File: config.mk
export PLATFORM = sky130hd
export DESIGN_NAME = cache_assoc_wb_flat
export DESIGN_NICKNAME = d
export VERILOG_FILES = /design/src/rtl/cache_assoc_wb_if.sv /design/src/rtl/cache_assoc_wb.sv /design/src/flat_wrapper.sv
export SDC_FILE = /design/constraint.sdc
export NUM_CORES = 1
export LEC_CHECK = 0
export ABC_AREA = 1
export BUFFER_PORTS_ARGS = -buffer_cell sky130_fd_sc_hd__buf_4
export CAP_MARGIN = 10
export CORE_ASPECT_RATIO = 2
export CORE_MARGIN = 2
export CORE_UTILIZATION = 24
export DETAILED_ROUTE_END_ITERATION = 8
export PLACE_DENSITY = 0.39
export SLEW_MARGIN = 20
export SYNTH_ARGS = -nofsm -noshare
export SYNTH_HDL_FRONTEND = slang
export SYNTH_SLANG_ARGS = --single-unit
File: constraint.sdc
create_clock -name clock -period 2.4 [get_ports clock]
set_input_delay 0.48 -clock clock [delete_from_list [all_inputs] [get_ports clock]]
set_output_delay 0.48 -clock clock [all_outputs]
set_load 0.05 [all_outputs]
File: src/rtl/cache_assoc_wb_if.sv
// CPU-side request port and main-memory port of cache_assoc_wb, bundled as one interface.
// The slave modport is the cache's view; the master modport is the surrounding system's view.
interface cache_assoc_wb_if #(
    parameter int ADDR_W = 5,
    parameter int DATA_W = 3
);
    logic              cpu_req;
    logic              cpu_wren;
    logic [ADDR_W-1:0] cpu_addr;
    logic [DATA_W-1:0] cpu_wdata;
    logic              cpu_ready;
    logic              cpu_ack;
    logic [DATA_W-1:0] cpu_rdata;
    logic              hit;
    logic              write_back;
    logic              mem_req;
    logic              mem_we;
    logic [ADDR_W-1:0] mem_addr;
    logic [DATA_W-1:0] mem_wdata;
    logic              mem_ack;
    logic [DATA_W-1:0] mem_rdata;

    modport slave (
        input  cpu_req, cpu_wren, cpu_addr, cpu_wdata, mem_ack, mem_rdata,
        output cpu_ready, cpu_ack, cpu_rdata, hit, write_back,
        output mem_req, mem_we, mem_addr, mem_wdata
    );

    modport master (
        output cpu_req, cpu_wren, cpu_addr, cpu_wdata, mem_ack, mem_rdata,
        input  cpu_ready, cpu_ack, cpu_rdata, hit, write_back,
        input  mem_req, mem_we, mem_addr, mem_wdata
    );
endinterface

File: src/rtl/cache_assoc_wb.sv
// N-way set-associative write-back / write-allocate cache with true-LRU replacement.
// One word per block; victim write-back and fill run over a valid/ack memory handshake.
module cache_assoc_wb #(
    parameter int ADDR_W  = 5,
    parameter int DATA_W  = 3,
    parameter int INDEX_W = 2,
    parameter int WAYS    = 2
) (
    input logic            clock,
    input logic            reset,
    cache_assoc_wb_if.slave bus
);
    localparam int TAG_W = ADDR_W - INDEX_W;
    localparam int SETS  = 2 ** INDEX_W;
    localparam int AGE_W = $clog2(WAYS);
    localparam logic [AGE_W-1:0] OLDEST = AGE_W'(WAYS - 1);

    typedef enum logic [2:0] {IDLE, LOOKUP, WRITEBACK, FILL, RESP} state_t;

    state_t state;

    logic              valid    [SETS][WAYS];
    logic              dirty    [SETS][WAYS];
    logic [AGE_W-1:0]  age      [SETS][WAYS];
    logic [TAG_W-1:0]  tag_mem  [SETS][WAYS];
    logic [DATA_W-1:0] data_mem [SETS][WAYS];

    logic              req_wren;
    logic [ADDR_W-1:0] req_addr;
    logic [DATA_W-1:0] req_wdata;
    logic [AGE_W-1:0]  vic_way;

    logic              ready_q;
    logic              ack_q;
    logic [DATA_W-1:0] rdata_q;
    logic              hit_q;
    logic              wb_q;
    logic              mreq_q;
    logic              mwe_q;
    logic [ADDR_W-1:0] maddr_q;
    logic [DATA_W-1:0] mwdata_q;

    logic [INDEX_W-1:0] idx;
    logic [TAG_W-1:0]   tg;

    assign idx = req_addr[INDEX_W-1:0];
    assign tg  = req_addr[ADDR_W-1:INDEX_W];

    logic             any_hit;
    logic [AGE_W-1:0] hit_way;
    logic             found_inv;
    logic [AGE_W-1:0] inv_way;
    logic [AGE_W-1:0] lru_way;
    logic [AGE_W-1:0] victim;
    logic             victim_dirty;

    always_comb begin
        any_hit   = 1'b0;
        hit_way   = '0;
        found_inv = 1'b0;
        inv_way   = '0;
        lru_way   = '0;
        for (int w = 0; w < WAYS; w++) begin
            if (valid[idx][w] && tag_mem[idx][w] == tg) begin
                any_hit = 1'b1;
                hit_way = AGE_W'(w);
            end
            if (!valid[idx][w] && !found_inv) begin
                found_inv = 1'b1;
                inv_way   = AGE_W'(w);
            end
            if (age[idx][w] == OLDEST) begin
                lru_way = AGE_W'(w);
            end
        end
        victim       = found_inv ? inv_way : lru_way;
        victim_dirty = valid[idx][victim] && dirty[idx][victim];
    end

    // Line install/update and LRU touch requests for the current state.
    logic              line_we;
    logic [AGE_W-1:0]  line_way;
    logic [DATA_W-1:0] line_data;
    logic              touch_en;
    logic [AGE_W-1:0]  touch_way;
    logic [AGE_W-1:0]  touched_age [WAYS];

    always_comb begin
        line_we   = 1'b0;
        line_way  = vic_way;
        line_data = req_wdata;
        touch_en  = 1'b0;
        touch_way = vic_way;
        case (state)
            LOOKUP: begin
                if (any_hit) begin
                    touch_en  = 1'b1;
                    touch_way = hit_way;
                    line_way  = hit_way;
                    line_we   = req_wren;
                end else if (req_wren && !victim_dirty) begin
                    line_we   = 1'b1;
                    line_way  = victim;
                    touch_en  = 1'b1;
                    touch_way = victim;
                end
            end
            WRITEBACK: begin
                if (bus.mem_ack && req_wren) begin
                    line_we  = 1'b1;
                    touch_en = 1'b1;
                end
            end
            FILL: begin
                if (bus.mem_ack) begin
                    line_we   = 1'b1;
                    line_data = bus.mem_rdata;
                    touch_en  = 1'b1;
                end
            end
            default: ;
        endcase
    end

    always_comb begin
        for (int w = 0; w < WAYS; w++) begin
            if (AGE_W'(w) == touch_way) begin
                touched_age[w] = '0;
            end else if (age[idx][w] < age[idx][touch_way]) begin
                touched_age[w] = age[idx][w] + AGE_W'(1);
            end else begin
                touched_age[w] = age[idx][w];
            end
        end
    end

    // Tag and data storage are not reset; valid bits gate their use.
    always_ff @(posedge clock) begin
        if (line_we) begin
            tag_mem[idx][line_way]  <= tg;
            data_mem[idx][line_way] <= line_data;
        end
    end

    always_ff @(posedge clock or posedge reset) begin
        if (reset) begin
            state <= IDLE;
            for (int s = 0; s < SETS; s++) begin
                for (int w = 0; w < WAYS; w++) begin
                    valid[s][w] <= 1'b0;
                    dirty[s][w] <= 1'b0;
                    age[s][w]   <= AGE_W'(w);
                end
            end
            req_wren  <= 1'b0;
            req_addr  <= '0;
            req_wdata <= '0;
            vic_way   <= '0;
            ready_q   <= 1'b1;
            ack_q     <= 1'b0;
            rdata_q   <= '0;
            hit_q     <= 1'b0;
            wb_q      <= 1'b0;
            mreq_q    <= 1'b0;
            mwe_q     <= 1'b0;
            maddr_q   <= '0;
            mwdata_q  <= '0;
        end else begin
            if (line_we) begin
                valid[idx][line_way] <= 1'b1;
                dirty[idx][line_way] <= req_wren;
            end
            if (touch_en) begin
                for (int w = 0; w < WAYS; w++) begin
                    age[idx][w] <= touched_age[w];
                end
            end
            case (state)
                IDLE: begin
                    if (bus.cpu_req) begin
                        req_wren  <= bus.cpu_wren;
                        req_addr  <= bus.cpu_addr;
                        req_wdata <= bus.cpu_wdata;
                        wb_q      <= 1'b0;
                        ready_q   <= 1'b0;
                        state     <= LOOKUP;
                    end
                end
                LOOKUP: begin
                    vic_way <= victim;
                    if (any_hit) begin
                        hit_q   <= 1'b1;
                        rdata_q <= req_wren ? req_wdata : data_mem[idx][hit_way];
                        state   <= RESP;
                    end else begin
                        hit_q <= 1'b0;
                        if (victim_dirty) begin
                            mreq_q   <= 1'b1;
                            mwe_q    <= 1'b1;
                            maddr_q  <= {tag_mem[idx][victim], idx};
                            mwdata_q <= data_mem[idx][victim];
                            state    <= WRITEBACK;
                        end else if (req_wren) begin
                            rdata_q <= req_wdata;
                            state   <= RESP;
                        end else begin
                            mreq_q  <= 1'b1;
                            mwe_q   <= 1'b0;
                            maddr_q <= req_addr;
                            state   <= FILL;
                        end
                    end
                end
                WRITEBACK: begin
                    if (bus.mem_ack) begin
                        wb_q  <= 1'b1;
                        mwe_q <= 1'b0;
                        if (req_wren) begin
                            mreq_q  <= 1'b0;
                            rdata_q <= req_wdata;
                            state   <= RESP;
                        end else begin
                            maddr_q <= req_addr;
                            state   <= FILL;
                        end
                    end
                end
                FILL: begin
                    if (bus.mem_ack) begin
                        mreq_q  <= 1'b0;
                        rdata_q <= bus.mem_rdata;
                        state   <= RESP;
                    end
                end
                RESP: begin
                    if (!ack_q) begin
                        ack_q <= 1'b1;
                    end else begin
                        ack_q   <= 1'b0;
                        ready_q <= 1'b1;
                        state   <= IDLE;
                    end
                end
                default: state <= IDLE;
            endcase
        end
    end

    assign bus.cpu_ready  = ready_q;
    assign bus.cpu_ack    = ack_q;
    assign bus.cpu_rdata  = rdata_q;
    assign bus.hit        = hit_q;
    assign bus.write_back = wb_q;
    assign bus.mem_req    = mreq_q;
    assign bus.mem_we     = mwe_q;
    assign bus.mem_addr   = maddr_q;
    assign bus.mem_wdata  = mwdata_q;
endmodule

File: src/flat_wrapper.sv
// flat-port wrapper written by rule: the top's interface ports become plain ports
module cache_assoc_wb_flat 
#(
    parameter int ADDR_W  = 5,
    parameter int DATA_W  = 3,
    parameter int INDEX_W = 2,
    parameter int WAYS    = 2
)
  (clock, reset, bus_cpu_req, bus_cpu_wren, bus_cpu_addr, bus_cpu_wdata, bus_mem_ack, bus_mem_rdata, bus_cpu_ready, bus_cpu_ack, bus_cpu_rdata, bus_hit, bus_write_back, bus_mem_req, bus_mem_we, bus_mem_addr, bus_mem_wdata);
  cache_assoc_wb_if #(.ADDR_W(ADDR_W), .DATA_W(DATA_W)) bus_i ();
  input logic clock;
  input logic reset;
  input wire logic [$bits(bus_i.cpu_req)-1:0] bus_cpu_req;
  input wire logic [$bits(bus_i.cpu_wren)-1:0] bus_cpu_wren;
  input wire logic [$bits(bus_i.cpu_addr)-1:0] bus_cpu_addr;
  input wire logic [$bits(bus_i.cpu_wdata)-1:0] bus_cpu_wdata;
  input wire logic [$bits(bus_i.mem_ack)-1:0] bus_mem_ack;
  input wire logic [$bits(bus_i.mem_rdata)-1:0] bus_mem_rdata;
  output wire logic [$bits(bus_i.cpu_ready)-1:0] bus_cpu_ready;
  output wire logic [$bits(bus_i.cpu_ack)-1:0] bus_cpu_ack;
  output wire logic [$bits(bus_i.cpu_rdata)-1:0] bus_cpu_rdata;
  output wire logic [$bits(bus_i.hit)-1:0] bus_hit;
  output wire logic [$bits(bus_i.write_back)-1:0] bus_write_back;
  output wire logic [$bits(bus_i.mem_req)-1:0] bus_mem_req;
  output wire logic [$bits(bus_i.mem_we)-1:0] bus_mem_we;
  output wire logic [$bits(bus_i.mem_addr)-1:0] bus_mem_addr;
  output wire logic [$bits(bus_i.mem_wdata)-1:0] bus_mem_wdata;
  assign bus_i.cpu_req = bus_cpu_req;
  assign bus_i.cpu_wren = bus_cpu_wren;
  assign bus_i.cpu_addr = bus_cpu_addr;
  assign bus_i.cpu_wdata = bus_cpu_wdata;
  assign bus_i.mem_ack = bus_mem_ack;
  assign bus_i.mem_rdata = bus_mem_rdata;
  assign bus_cpu_ready = bus_i.cpu_ready;
  assign bus_cpu_ack = bus_i.cpu_ack;
  assign bus_cpu_rdata = bus_i.cpu_rdata;
  assign bus_hit = bus_i.hit;
  assign bus_write_back = bus_i.write_back;
  assign bus_mem_req = bus_i.mem_req;
  assign bus_mem_we = bus_i.mem_we;
  assign bus_mem_addr = bus_i.mem_addr;
  assign bus_mem_wdata = bus_i.mem_wdata;
  cache_assoc_wb #(.ADDR_W(ADDR_W), .DATA_W(DATA_W), .INDEX_W(INDEX_W), .WAYS(WAYS)) u_core (.clock(clock), .reset(reset), .bus(bus_i));
endmodule
==> impl_metrics.toml, run 1 <==
[layout]
final_cell_area_um2 = 6630
final_cells = 923
drive_gt1_share_pct = 33.0
synthToLayoutAreaGrowth_pct = 38.4
fin_nets = 672
finish.utilization_pct = 33.6
diodes = 0

[drt]
first_pass_iters = 4
finalWirelength_mm = 15.7
first_iter_violations = 151
vias = 4066
drcViolationCount = 0
via_per_inst = 4.41
wl_per_cell_um = 17.0
ant_nets = 0

[synthesis]
synth.avg_cell_area_um2 = 8.90
yosysTopAreaCellShare_pct = 30.1
synth-compound-area-share_pct = 9.35
ys_seq_area_share_pct = 58.4
synthAdderAreaFrac_pct = 0
yosys.area.top_type = "edfxtp_1"
synth_top_family_by_area = "simple AND/OR/NAND/NOR gates"
yosys-top-cells-area = "edfxtp_1, dfrtp_1, nand2_1"
synth_nets = 554
synth_cell_types = 36
synth.ff_latch_count = 102
synthTopCellsByCount = "nand2_1, dfrtp_1, edfxtp_1, inv_1, nor2_1"
syn_inst = 538
synthFlopType = "dfrtp_1"
async_reset_ff_share_pct = 52.9
syn-cell-area_um2 = 4790
yosysMostFrequentCell = "nand2_1"
synth_simple_gate_area_share_pct = 26.0
yosysWarnings = 0
synth_xor_xnor_area_share_pct = 0
synthMuxAreaShare_pct = 0.470
synth-edff-count = 48

[placed_design]
place_ws_ns = -0.340
routabilityCongestion = 0.829
place_hpwl_mm = 12.2
dpl.cell_count = 893
placed_cell_area_um2 = 5890
port_buffers = 32

[clock_tree]
hold_buffers = 0
clock-root-buffer = "clkbuf_16"
cts.reportedPaths.clkPinSlew_ns = 0.07
clkSinkCount = 102
cts_tree = "built"
h-tree-depth = 3
clkLatencyLatePin_ns = 0.35
cts-buffers-inserted = 9
clock_path_buffers = 2

[sta]
finalSetupViolations = 12
tightest_slew_ns = 0.629
rsz0062_at_grt = "true"
setup_tns_ns = -0.405
finalMaxSlewViolations = 0
fin_ws_ns = -0.0616
period_share_pct = 103
fin_crit_ns = 2.46
finClkSkew_ns = 0.0114
max_freq_mhz = 406
final_hold_viol_count = 0
relSlewSlack_pct = 58.0

[floorplan]
rows = 73
num_io_pins = 33
start_util_pct = 24.3
fp.dieW_um = 104
design.core.area_um2 = 19700
dieArea_um2 = 21200
die_h_um = 204

[grt]
antenna_found_initial = 0
grt_max_degree = 30
grt.total_usage_pct = 15.3
first_global_vias = 4258
gr-total-overflow = 0
grt_pass1_wl_mm = 24.1

[power]
p_per_area_nw_per_um2 = 1500
ir_drop_uv = 786
p_leak_nw = 2.99

[job]
max_cap_violations = 0

[min_path]
hold_path_class = "input pin to async pin"

[worst_setup_path]
arrival_ns = 2.52
crit_path_start_kind = "flip-flop"
critPathRequiredTime_ns = 2.46
end_kind = "flip-flop"
worst-setup-path-type = "flip-flop to flip-flop"
crit_fanout = 6

[status]
violations = "setup timing"
status = "finished with violations"
-- final cells by class --
type                    count  area (µm²)
multi-input cells         370        1970
clock buffers              11         233
clock inverters             5        56.3
repair inverters            1        7.51
well taps                 262         328
flip-flops and latches    102        2800
fillers                  2114       13100
inverters                  49         216
repair buffers            123        1010
-- layer usage --
metal | wire length, µm | vias to the layer above | global-route usage (%)
li1 | - | 2019 | -
met1 | 5450 | 1954 | 14.5
met2 | 9210 | 67 | 30.6
met3 | 244 | 26 | 1.50
met4 | 791 | 0 | 9.56
met5 | 0 | - | 0
-- cells in the final DEF (no fill, tap or decap), types with 6 or more instances in the layout --
cell type	instances
nand2_1	179
buf_4	108
edfxtp_1	48
dfrtp_1	47
inv_1	35
nor2_1	31
nand2_2	24
o21ai_0	23
nand3_1	15
nand4_1	15
buf_6	11
o21ai_1	9
a21oi_1	9
clkbuf_16	9
inv_2	8
nand2_4	6
nand3_4	6
o211ai_1	6
-- critical path, cell delays in order (launching register included) --
cell,delay (ns)
dfrtp_2,0.51
clkinvlp_4,0.23
nand2_2,0.10
nand2_1,0.04
nand2_1,0.07
nand2_2,0.09
nand2_2,0.08
nand2_2,0.07
nand2_2,0.09
nand2_4,0.07
nand2_4,0.09
nand2_2,0.05
nand3_2,0.07
nand2_4,0.08
nand2_8,0.09
nand4_1,0.20
inv_2,0.22
-- final timing paths --
kind | startpoint | end | slack (ns) | cells after the start
min reg2reg | u_core.valid[7]$_DFFE_PP0P_ | u_core.valid[7]$_DFFE_PP0P_ | 0.46 | 2
max in group asynchronous | reset | u_core.age[0]$_DFFE_PP1P_ | 1.54 | 3
min | reset | u_core.bus.cpu_ack$_DFFE_PP0P_ | 0.20 | 2
max | u_core.req_addr[0]$_DFFE_PP0P_ | u_core.tag_mem[2][5]$_DFFE_PP_ | -0.06 | 16
min in group clock | bus_cpu_wdata[0] | u_core.req_wdata[0]$_DFFE_PP0P_ | 0.32 | 3
max reg2reg | u_core.req_addr[0]$_DFFE_PP0P_ | u_core.tag_mem[2][5]$_DFFE_PP_ | -0.06 | 16
-- cells by family after synthesis --
kind of cell           count (synthesis)
AND/OR/NAND/NOR                      294
flip-flops                           102
AO/OA/AOI/OAI                         74
buffers and inverters                 66
multiplexers                           2
-- flip-flops by register name (all words and copies together), names as in the netlist --
register,flops
u_core.vic_way,1
u_core.tag_mem,24
u_core.bus.hit,1
u_core.bus.cpu_rdata,3
u_core.bus.mem_we,1
u_core.bus.cpu_ack,1
u_core.dirty,8
u_core.bus.write_back,1
u_core.bus.mem_wdata,3
u_core.bus.mem_addr,5
u_core.age,8
u_core.state,3
u_core.req_wdata,3
u_core.data_mem,24
u_core.bus.mem_req,1
u_core.req_wren,1
u_core.bus.cpu_ready,1
u_core.req_addr,5
u_core.valid,8
-- metrics by stage --
stage / hold WS [ns] / power (mW)
after global placement: 0.440 / 7.62
after detailed placement: 0.452 / 7.59
after CTS: 0.219 / 9.51
final: 0.204 / 9.97
after global routing: 0.267 / 10.6
after floorplan: 0.419 / 5.43
-- power by group --
part           leakage [nW]  internal (mW)  switching, mW
sequential             1.07           2.35          0.284
combinational          1.78           2.30           3.57
clock                 0.138          0.812          0.658
-- what timing repair did --
item	CTS	global route
resized for setup	39	64
cloned	1	0
setup buffers	7	9
pin swaps	8	16
setup endpoints to repair	61	86
Note: power is estimated with default switching activity, not from simulation.
==> inputs of run 2 (changes only) <==
PLACE_DENSITY = 0.38   (was 0.39)
clock period = 3.11 ns   (was 2.4 ns; I/O delays follow)
==> impl_metrics.toml, run 2 (synthesized netlist as in run 1, its figures left out) <==
[grt]
grt_max_degree = 43
gr-total-overflow = 0
antenna_found_initial = 0
grt.total_usage_pct = 15.1
grt_pass1_wl_mm = 23.2
first_global_vias = 4014

[drt]
via_per_inst = 4.46
drcViolationCount = 0
ant_nets = 0
wl_per_cell_um = 17.7
first_pass_iters = 4
finalWirelength_mm = 15.1
vias = 3795
first_iter_violations = 224

[worst_setup_path]
r2r-start = "u_core.req_addr[0]$_DFFE_PP0P_"
end_kind = "flip-flop"
worst-setup-path-type = "flip-flop to flip-flop"
critPathRequiredTime_ns = 3.16
arrival_ns = 2.91
ff2ff_path_depth = 15
crit_path_start_kind = "flip-flop"
startpoint = "u_core.req_addr[0]$_DFFE_PP0P_"
cp-endpoint = "u_core.data_mem[1][5]$_DFFE_PP_"
rrSetupSlack_ns = 0.25
r2r-end = "u_core.data_mem[1][5]$_DFFE_PP_"
crit_fanout = 19

[clock_tree]
clock_path_buffers = 2
cts_tree = "built"
h-tree-depth = 3
clkLatencyLatePin_ns = 0.37
cts-buffers-inserted = 9
clock-root-buffer = "clkbuf_16"
cts.reportedPaths.clkPinSlew_ns = 0.07
clkSinkCount = 102

[layout]
synthToLayoutAreaGrowth_pct = 18.8
layout_common_cells = "nand2_1, buf_4, dfrtp_1, edfxtp_1, inv_1"
fillerInstances = 2213
seq_area_um2 = 2800
drive_gt1_share_pct = 16.5
top_regs = "u_core.data_mem x24, u_core.tag_mem x24"
diodes = 0
final_cells = 851
finish.utilization_pct = 28.8
multi_input_area_um2 = 1710
layout_commonest_cell = "nand2_1"
fin_nets = 601

[status]
status = "complete, no violations"

[placed_design]
place_hpwl_mm = 11.6
routabilityCongestion = 0.821
port_buffers = 32
dpl.cell_count = 836

[sta]
fin_crit_ns = 2.86
rsz0062_at_grt = "false"
max_freq_mhz = 350
period_share_pct = 91.9
relSlewSlack_pct = 43.1
whs_ns = 0.384
setup_tns_ns = 0
finalSetupViolations = 0
finalMaxSlewViolations = 0
tightest_slew_ns = 0.853
final_hold_viol_count = 0
finClkSkew_ns = 0.00861

[floorplan]
design.core.area_um2 = 19700
rows = 73
num_io_pins = 33
start_util_pct = 24.3
fp.dieW_um = 104
die_h_um = 204
dieArea_um2 = 21200

[min_path]
hold_path_class = "input pin to async pin"

[power]
ir_drop_uv = 630
p_per_area_nw_per_um2 = 1110
p_leak_nw = 2.59
power_mw = 6.31

[job]
max_cap_violations = 0
-- run 2: area by class of cell --
type | instances | share of cell area, %
Clock buffer | 10 | 4.02
Clock inverter | 5 | 0.616
Timing Repair Buffer | 53 | 6.99
Multi-Input combinational cell | 370 | 30.1
Inverter | 49 | 3.25
Tap cell | 262 | 5.76
Sequential cell | 102 | 49.2
-- run 2: worst min-delay path by stage --
stage                                     start  cells past startpoint                                  to  slack, ns
floorplan           u_core.valid[7]$_DFFE_PP0P_                      2         u_core.valid[7]$_DFFE_PP0P_       0.42
global placement    u_core.valid[7]$_DFFE_PP0P_                      2         u_core.valid[7]$_DFFE_PP0P_       0.44
detailed placement  u_core.valid[7]$_DFFE_PP0P_                      2         u_core.valid[7]$_DFFE_PP0P_       0.45
CTS                            bus_cpu_wdata[1]                      3     u_core.req_wdata[1]$_DFFE_PP0P_       0.44
global route                              reset                      2  u_core.bus.mem_addr[1]$_DFFE_PP0P_       0.44
finish                                    reset                      2  u_core.bus.mem_addr[1]$_DFFE_PP0P_       0.38
-- run 2: repair_timing --
item,CTS,global route
endpoints found under the setup margin,0,48
hold buffers,0,0
setup buffers,0,0
resized for setup,0,1
-- run 2: through the flow --
stage / area [µm²] / setup slack, ns
finish: 5690 / 0.251
global route: 5690 / 0.0185
CTS: 5690 / 0.0695
detailed placement: 5420 / 0.0956
global placement: 5420 / 0.128
floorplan: 4790 / 0.867
-- run 2: critical path, stage by stage, from the launching register on --
cell and delay, ns:
dfrtp_1 0.42, inv_2 0.32, nand2_1 0.09, nand2_1 0.10
nand2_1 0.07, nand2_1 0.10, nand2_1 0.05, nand2_1 0.06
nor2_1 0.04, nand2_1 0.19, nand2_2 0.12, nand2_1 0.11
nand3_2 0.10, nand2_4 0.18, nand4_1 0.28, inv_1 0.30
-- run 2: power breakdown --
part	leakage (nW)	internal, mW	switching [mW]
logic	1.39	0.921	2.25
clock network	0.127	0.541	0.527
registers	1.07	1.81	0.264
-- run 2: metal layers --
metal  track usage (%)  up-vias  wire length (µm)
met5                 0        -                 0
met4              6.71        0               429
met3              2.59       21               355
met2              30.9       67              8970
met1              14.2     1840              5340
li1                  -     1867                 -
==> inputs of run 3 (changes only) <==
CELL_PAD_IN_SITES_DETAIL_PLACEMENT = 0   (was not set)
CELL_PAD_IN_SITES_GLOBAL_PLACEMENT = 2   (was not set)
PLACE_DENSITY = 0.54   (was 0.38)
==> impl_metrics.toml, run 3 (synthesized netlist as in run 1, its figures left out) <==
[grt]
first_global_vias = 4089
antenna_found_initial = 0
grt.total_usage_pct = 16.2
grt_max_degree = 40
grt_pass1_wl_mm = 25.0
gr-total-overflow = 0

[layout]
layout_commonest_cell = "nand2_1"
fillerInstances = 2147
top_regs = "u_core.data_mem x24, u_core.tag_mem x24"
drive_gt1_share_pct = 19.7
layout_common_cells = "nand2_1, buf_4, dfrtp_1, edfxtp_1, inv_1"
fin_nets = 616
diodes = 0
synthToLayoutAreaGrowth_pct = 23.5
final_cells = 867

[sta]
finalSetupViolations = 0
final_hold_viol_count = 0
period_share_pct = 90.9
relSlewSlack_pct = 39.5
tightest_slew_ns = 0.907
max_freq_mhz = 354
whs_ns = 0.457
rsz0062_at_grt = "false"
finClkSkew_ns = 0.0129
fin_crit_ns = 2.83
setup_tns_ns = 0
finalMaxSlewViolations = 0
fin_ws_ns = 0.284

[placed_design]
place_ws_ns = -0.00680
routabilityCongestion = 0.794
dpl.cell_count = 851
port_buffers = 32
place_hpwl_mm = 12.8

[drt]
first_iter_violations = 161
ant_nets = 0
highest_layer = "met4"
wl_met1_mm = 5.93
wl_met3_um = 338
wl_per_cell_um = 18.8
vias = 3798
first_pass_iters = 4
finalWirelength_mm = 16.3
met2WireLength_mm = 9.46
via_per_inst = 4.38
drcViolationCount = 0

[clock_tree]
cts_tree = "built"
clkLatencyLatePin_ns = 0.36
cts-buffers-inserted = 9
clkSinkCount = 102
cts.reportedPaths.clkPinSlew_ns = 0.08
cts_resized = 1
clock-root-buffer = "clkbuf_16"
post_cts_buffers = 0
clock_path_buffers = 2
h-tree-depth = 3
hold_buffers = 0

[worst_setup_path]
rrSetupSlack_ns = 0.28
startpoint = "u_core.req_addr[0]$_DFFE_PP0P_"
r2r-end = "u_core.tag_mem[1][4]$_DFFE_PP_"
crit_fanout = 10
arrival_ns = 2.91
critPathRequiredTime_ns = 3.19
end_kind = "flip-flop"
crit_path_start_kind = "flip-flop"
ff2ff_path_depth = 17
worst-setup-path-type = "flip-flop to flip-flop"
r2r-start = "u_core.req_addr[0]$_DFFE_PP0P_"

[power]
p_per_area_nw_per_um2 = 1150
p_leak_nw = 2.70
ir_drop_uv = 414

[floorplan]
design.core.area_um2 = 19700
num_io_pins = 33
fp.dieW_um = 104
start_util_pct = 24.3
rows = 73
dieArea_um2 = 21200
die_h_um = 204

[status]
status = "complete, no violations"

[job]
max_cap_violations = 0

[min_path]
hold_path_class = "input pin to async pin"
run 3: worst max path at each step:
stage / end / slack, ns / cells after the start
after floorplan: u_core.data_mem[1][0]$_DFFE_PP_ / 0.87 / 16
after global placement: u_core.bus.mem_addr[0]$_DFFE_PP0P_ / 0.02 / 16
after detailed placement: u_core.state[1]$_DFFE_PP0P_ / -0.007 / 16
after CTS: u_core.tag_mem[3][0]$_DFFE_PP_ / 0.06 / 15
after global routing: u_core.data_mem[1][3]$_DFFE_PP_ / 0.004 / 17
final: u_core.tag_mem[1][4]$_DFFE_PP_ / 0.28 / 17
run 3: cell type report:
cell class                 instances  area, µm²  share of cell area (%)
tap                              262        328                    5.54
inverter                          49        184                    3.11
sequential                       102       2800                    47.3
clock inverter                     7        110                    1.86
timing repair buffer              68        548                    9.26
multi-input combinational        370       1720                    29.1
clock buffer                       9        225                    3.81
run 3: stage by stage:
step | utilization, % | cell area, µm² | power, mW
CTS | 30.0 | 5910 | 6.94
finish | 30.0 | 5920 | 6.80
global placement | 28.2 | 5570 | 5.61
floorplan | - | 4790 | 4.19
global route | 30.0 | 5920 | 7.31
detailed placement | 28.2 | 5570 | 5.61
run 3: layer usage:
layer / up-vias / track usage (%)
met2: 68 / 32.6
met1: 1817 / 16.1
met4: 0 / 7.63
li1: 1893 / -
met5: - / 0
met3: 20 / 1.82
run 3: critical path, stage by stage, from the launching register on:
cell and delay [ns]:
dfrtp_2 0.47, inv_2 0.16, buf_4 0.18, nand2_1 0.06, nand2_1 0.05, nand2_1 0.06, nand2_1 0.10, nand2_1 0.13
nand2_1 0.19, nor2_1 0.07, nand2_2 0.21, nand2_2 0.11, nand2_1 0.10, nand3_2 0.10, nand2_4 0.13, nand4_1 0.13
inv_1 0.13, buf_12 0.13
run 3: where the power goes:
| part | internal [mW] | leakage [nW] | switching, mW |
|---|---|---|---|
| sequential | 1.81 | 1.07 | 0.229 |
| combinational | 1.06 | 1.47 | 2.41 |
| clock | 0.726 | 0.162 | 0.569 |
| total | 3.60 | 2.70 | 3.21 |
